**config.mk**
```make
export PLATFORM = sky130hd
export DESIGN_NAME = on_board
export DESIGN_NICKNAME = d
export VERILOG_FILES = /design/src/rtl/on_board.sv
export SDC_FILE = /design/constraint.sdc
export NUM_CORES = 1
export LEC_CHECK = 0
export ABC_CLOCK_PERIOD_IN_PS = 4700
export BUFFER_PORTS_ARGS = -buffer_cell sky130_fd_sc_hd__buf_2
export CAP_MARGIN = 40
export CORE_MARGIN = 4
export CORE_UTILIZATION = 50
export CTS_BUF_LIST = sky130_fd_sc_hd__clkbuf_16
export DETAILED_ROUTE_END_ITERATION = 16
export PLACE_DENSITY = 0.7
export SLEW_MARGIN = 20
export SYNTH_ARGS = -nofsm -noshare
export SYNTH_HDL_FRONTEND = slang
export SYNTH_SLANG_ARGS = --single-unit
```
**constraint.sdc**
```tcl
create_clock -name CLK -period 4.7 [get_ports CLK]
set_clock_uncertainty 0.2 [all_clocks]
set_input_delay 0.705 -clock CLK [delete_from_list [all_inputs] [get_ports CLK]]
set_output_delay 0.705 -clock CLK [all_outputs]
set_load 0.005 [all_outputs]
```
**src/rtl/on_board.sv**
```systemverilog
// Egg-timer top level: MM:SS countdown entered from SW, driven by KEY[2:1].
// KEY[0] is an asynchronous active-high reset. STATE exposes the FSM code.
// Optional macro ONBOARD_DONE_FLASH_EN makes LEDR blink in DONE instead of
// staying steadily lit.
module on_board #(
  parameter int unsigned CLK_HZ = 50_000_000
) (
  input  logic       CLK,
  input  logic [2:0] KEY,
  input  logic [7:0] SW,
  output logic [3:0] STATE,
  output logic [9:0] LEDR,
  output logic [6:0] HEX3,
  output logic [6:0] HEX2,
  output logic [6:0] HEX1,
  output logic [6:0] HEX0
);

  typedef enum logic [3:0] {
    StSetSec = 4'd0,
    StSetMin = 4'd1,
    StRun    = 4'd2,
    StPause  = 4'd3,
    StDone   = 4'd4
  } state_e;

  localparam int unsigned PW = (CLK_HZ > 1) ? $clog2(CLK_HZ) : 1;
  localparam logic [PW-1:0] PreMax = PW'(CLK_HZ - 1);

  logic rst;
  assign rst = KEY[0];

  state_e        state_q, state_d;
  logic [5:0]    sec_q, sec_d;
  logic [6:0]    min_q, min_d;
  logic [PW-1:0] presc_q, presc_d;
  logic [7:0]    sw_q;
  logic [1:0]    sync1_q, sync2_q, sync3_q, pulse_q;

  logic       key_set, key_go, tick, time_one;
  logic [5:0] sec_load;
  logic [6:0] min_load;

  assign key_set  = pulse_q[0];
  assign key_go   = pulse_q[1];
  assign tick     = (presc_q == PreMax);
  assign time_one = (min_q == 7'd0) && (sec_q == 6'd1);
  assign sec_load = (SW > 8'd59) ? 6'd59 : SW[5:0];
  assign min_load = (SW > 8'd99) ? 7'd99 : SW[6:0];

  // Two-flop synchronizer, edge-detect flop, registered one-cycle pulse; SW mirror for LEDR.
  always_ff @(posedge CLK or posedge rst) begin
    if (rst) begin
      sync1_q <= '0;
      sync2_q <= '0;
      sync3_q <= '0;
      pulse_q <= '0;
      sw_q    <= '0;
    end else begin
      sync1_q <= KEY[2:1];
      sync2_q <= sync1_q;
      sync3_q <= sync2_q;
      pulse_q <= sync2_q & ~sync3_q;
      sw_q    <= SW;
    end
  end

  // State register.
  always_ff @(posedge CLK or posedge rst) begin
    if (rst) state_q <= StSetSec;
    else     state_q <= state_d;
  end

  // Next-state logic; KEY[1] wins over KEY[2], and a key pulse swallows a coincident tick.
  always_comb begin
    state_d = state_q;
    unique case (state_q)
      StSetSec: if (key_set) state_d = StSetMin;
      StSetMin: begin
        if (key_set) state_d = (min_load == 7'd0 && sec_q == 6'd0) ? StDone : StRun;
      end
      StRun: begin
        if (key_set)               state_d = StSetSec;
        else if (key_go)           state_d = StPause;
        else if (tick && time_one) state_d = StDone;
      end
      StPause: begin
        if (key_set)     state_d = StSetSec;
        else if (key_go) state_d = StRun;
      end
      StDone:  if (key_set || key_go) state_d = StSetSec;
      default: state_d = StSetSec;
    endcase
  end

  // Time and prescaler next-state: loading, countdown, and clear on abort.
  always_comb begin
    sec_d   = sec_q;
    min_d   = min_q;
    presc_d = presc_q;
    unique case (state_q)
      StSetSec: if (key_set) sec_d = sec_load;
      StSetMin: begin
        if (key_set) begin
          min_d   = min_load;
          presc_d = '0;
        end
      end
      StRun: begin
        if (key_set) begin
          sec_d   = '0;
          min_d   = '0;
          presc_d = '0;
        end else if (key_go) begin
          presc_d = presc_q;  // hold phase across pause
        end else if (tick) begin
          presc_d = '0;
          if (sec_q == 6'd0) begin
            sec_d = 6'd59;
            min_d = min_q - 7'd1;
          end else begin
            sec_d = sec_q - 6'd1;
          end
        end else begin
          presc_d = presc_q + PW'(1);
        end
      end
      StPause: begin
        if (key_set) begin
          sec_d   = '0;
          min_d   = '0;
          presc_d = '0;
        end
      end
      StDone: begin
        if (key_set || key_go) begin
          sec_d   = '0;
          min_d   = '0;
          presc_d = '0;
        end
      end
      default: begin
        sec_d   = '0;
        min_d   = '0;
        presc_d = '0;
      end
    endcase
  end

  // Time and prescaler registers.
  always_ff @(posedge CLK or posedge rst) begin
    if (rst) begin
      sec_q   <= '0;
      min_q   <= '0;
      presc_q <= '0;
    end else begin
      sec_q   <= sec_d;
      min_q   <= min_d;
      presc_q <= presc_d;
    end
  end

`ifdef ONBOARD_DONE_FLASH_EN
  localparam int unsigned FlashHalf = (CLK_HZ / 2 > 0) ? CLK_HZ / 2 : 1;
  localparam int unsigned FW = (FlashHalf > 1) ? $clog2(FlashHalf) : 1;
  localparam logic [FW-1:0] FlashMax = FW'(FlashHalf - 1);

  logic [FW-1:0] flash_cnt_q;
  logic          flash_on_q;
  logic          done_lit;

  // Blink phase counter; restarts lit every time DONE is entered.
  always_ff @(posedge CLK or posedge rst) begin
    if (rst) begin
      flash_cnt_q <= '0;
      flash_on_q  <= 1'b1;
    end else if (state_q != StDone) begin
      flash_cnt_q <= '0;
      flash_on_q  <= 1'b1;
    end else if (flash_cnt_q == FlashMax) begin
      flash_cnt_q <= '0;
      flash_on_q  <= ~flash_on_q;
    end else begin
      flash_cnt_q <= flash_cnt_q + FW'(1);
    end
  end
  assign done_lit = flash_on_q;
`else
  logic done_lit;
  assign done_lit = 1'b1;
`endif

  function automatic logic [6:0] seg7(input logic [3:0] d);
    case (d)
      4'd0:    seg7 = 7'b1000000;
      4'd1:    seg7 = 7'b1111001;
      4'd2:    seg7 = 7'b0100100;
      4'd3:    seg7 = 7'b0110000;
      4'd4:    seg7 = 7'b0011001;
      4'd5:    seg7 = 7'b0010010;
      4'd6:    seg7 = 7'b0000010;
      4'd7:    seg7 = 7'b1111000;
      4'd8:    seg7 = 7'b0000000;
      4'd9:    seg7 = 7'b0010000;
      default: seg7 = 7'b1111111;
    endcase
  endfunction

  // Outputs decoded from registers only.
  always_comb begin
    STATE = state_q;
    LEDR  = '0;
    unique case (state_q)
      StSetSec, StSetMin: LEDR[7:0] = sw_q;
      StRun:              LEDR[8]   = 1'b1;
      StPause:            LEDR[9]   = 1'b1;
      StDone:             LEDR      = done_lit ? 10'h3FF : 10'h000;
      default:            LEDR      = '0;
    endcase
    HEX3 = seg7(4'(min_q / 7'd10));
    HEX2 = seg7(4'(min_q % 7'd10));
    HEX1 = seg7(4'(sec_q / 6'd10));
    HEX0 = seg7(4'(sec_q % 6'd10));
  end

endmodule

```
==> metrics.txt <==
Post-synth EDFFs 0; Distinct cells, synth between 80 and 90; Finished Cell Area between 5000 and 6000 um2; CTS tree done; number of CTS-inserted buffers 9; Netlist Area Pre-Place 4658 um2; crit-path cells nor2b_1, xnor2_1, o221a_2, ha_4, nor2_1, a311oi_4, xnor2_1, inv_1, ha_1, a32oi_1, a32oi_1, buf_2; row cnt 34; pin count of the biggest net entering global routing 59; crit path kind reg -> out; met3 WL post-DR 359 um; Worst Setup End Kind output port; RR Startpoint STATE[1]$_DFFE_PP0P_; Final GP Congestion 0.7990; DRT antenna net count 0; Startpoint Class flip-flop; Mapped Nets 619; Leakage ~0.0024 uW; Total GRT Usage 0.1976; cts hold-fix bufs 0; Crit Path Max Fanout 17; root buffer cell clkbuf_16; launch point of the worst hold path sync1_q[0]$_DFF_PP0_; die height 104.5 um; Skew-Pair Late Insertion Delay between 0.3 and 0.4 ns; Data required, critical path roughly 3.8 ns; leading cell type in the layout, fill and taps excluded nor2_1; maxcap violations 0; total length of routed met2 wires around 5.3 mm; setup tns final 0 ns; Slew Limit Fails 0; final hold viol count 0; status complete, no violations; f_max around 230 MHz; Peak VDD IR about 0.46 mV; initial antenna violation count 0; reg2reg end presc_q[21]$_DFFE_PP0P_; number of nets in the layout roughly 660; Cell Area, Placed a little under 5000 um2; HP Class reg -> reg; share of cells above drive strength 1 0.1583; CTS sink cnt 58; synth warn 0; syn avg cell area 8.087 um2; sequential share of the synthesized area 0.3116; drt drc 0; Gate Count Post-Synth 576; die width ~100 um; worst-path cell with the longest stage delay dfrtp_2; Hold Path End sync2_q[0]$_DFF_PP0_; ys flop type dfrtp_1; Clock Tree Buf Depth 2; Vias/cell ~5.8; Slew HR 0.4711; wl on met1 about 4.8 mm; WL/cell about 14 um; Post-synth ARST share 1.000; via count 4234; DR iter-0 viols 162; Final Setup Violations 0; GRT overflow 0; Power per Cell Area around 780 nW/um2; Slew @ Worst Pin 0.7851 ns; synthesis-to-layout area growth 13.24%; Port Buffers 52; Routed WL roughly 11 mm; min Tclk post-route roughly 4.4 ns; multi-input logic area about 3000 um2; RSZ-0062 raised after global routing no; Inst Count DP 710; Starting Density 0.5239; Post-DP HPWL 7.589 mm; num ports 54; Worst-path clk slew about 0.050 ns; diode count 0; final core utilization 0.5933; reg-to-reg slack, setup between 1.5 and 2 ns; # H-tree levels 3; vias in the first global route around 4000; Post-Layout Cell Count a little over 700; register area 1456 um2; full die area between 10000 and 15000 um2; uppermost routed layer met4; Final period util 0.9310; worst reg-to-reg path cell count 6; flops & latches, synth slightly below 60; DR pass1 iterations 5; core box area a little under 9000 um2; Hold Path Depth 0; commonest cells after routing, fill and taps aside 67 x nor2_1, 54 x dfrtp_1, 53 x o21ai_0, 53 x buf_2, 50 x nand2_1; Worst Path Arrival roughly 3.5 ns; global-route wire length before repair roughly 18 mm; Max stage delay on crit path between 0.5 and 0.6 ns; WHS about 0.15 ns; Filler cells ~810
## cell usage after synthesis, types with 8 or more instances
master | instances | area share
nor3_1 | 16 | 0.017
and3_1 | 9 | 0.012
xor2_1 | 10 | 0.019
nor2_1 | 67 | 0.054
a31oi_1 | 10 | 0.013
a21oi_1 | 38 | 0.041
ha_1 | 31 | 0.083
inv_1 | 29 | 0.023
clkbuf_1 | 15 | 0.012
nand3_1 | 15 | 0.016
buf_2 | 9 | 0.0097
nand2_1 | 50 | 0.040
dfrtp_1 | 58 | 0.31
xnor2_1 | 16 | 0.030
nor2b_1 | 15 | 0.020
or3_1 | 8 | 0.011
o21ai_0 | 53 | 0.057
## kinds of logic (layout without fill, tap and decap cells)
| kind of cell | count (synthesis) | in the layout | share of synthesized area |
|---|---|---|---|
| buffers and inverters | 63 | 106 | 0.05936 |
| and+or+nand+nor | 225 | 225 | 0.2479 |
| AOI/OAI and AO/OA | 164 | 164 | 0.2299 |
| DFF | 58 | 58 | 0.3116 |
| other | 1 | 1 | 0.0008050 |
| muxes | 8 | 8 | 0.01826 |
| adders and majority gates | 31 | 31 | 0.08327 |
| xor gates and xnor gates | 26 | 26 | 0.04888 |
## sequential cells by signal (all words and copies together) (netlist names)
register / count
min_q: 7
sync3_q: 2
pulse_q: 2
presc_q: 26
sync2_q: 2
sync1_q: 2
sec_q: 6
sw_q: 8
STATE: 3
## critical path: cells and delay by family, from the launching register on
| kind | cells | cell delay, ns |
|---|---|---|
| compound gates | 4 | 1.10 |
| xor+xnor | 2 | 0.40 |
| fa+ha+maj | 2 | 0.46 |
| buf+inv | 2 | 0.31 |
| flops | 1 | 0.51 |
| simple gates | 2 | 0.36 |
## layer usage
| layer | vias up | GRT usage |
|---|---|---|
| met4 | 0 | 0.05888 |
| met1 | 1998 | 0.2544 |
| met3 | 10 | 0.03042 |
| li1 | 2135 | - |
| met5 | - | 0 |
| met2 | 91 | 0.3427 |
## cell type report
type | count | share of cell area
Clock buffer | 9 | 0.04269
Clock inverter | 7 | 0.01589
Inverter | 31 | 0.02206
Multi-Input combinational cell | 455 | 0.5593
Sequential cell | 58 | 0.2761
Tap cell | 108 | 0.02562
Timing Repair Buffer | 59 | 0.05835
## what timing repair did
item | 4_1_cts | 5_1_grt
hold endpoints to repair | 0 | 0
setup endpoints to repair | 3 | 7
setup buffers | 0 | 0
gates resized for setup | 1 | 6
## where the power goes
group / leakage, uW / internal [uW] / switching (uW)
Clock: 0.000148 / 457 / 220
Combinational: 0.00148 / 1180 / 1520
Sequential: 0.000747 / 570 / 194
## metrics by stage
step	setup WS, ns	total power [uW]
global placement	0.4405	3330
finish	0.3245	4140
global route	0.01124	4566
CTS	0.06421	4122
floorplan	1.038	2631
detailed placement	0.3065	3423
## how the worst max path moves through the flow
stage / start / to / slack, ns / depth (start not counted)
floorplan: sec_q[3]$_DFFE_PP0P_ / HEX0[0] / 1.04 / 14
global placement: min_q[4]$_DFFE_PP0P_ / HEX2[3] / 0.44 / 12
detailed placement: min_q[5]$_DFFE_PP0P_ / HEX2[0] / 0.31 / 12
CTS: min_q[5]$_DFFE_PP0P_ / HEX2[0] / 0.06 / 12
global route: sec_q[4]$_DFFE_PP0P_ / HEX0[4] / 0.01 / 13
finish: min_q[5]$_DFFE_PP0P_ / HEX2[0] / 0.32 / 12
Note: power is estimated with default switching activity, not from simulation.
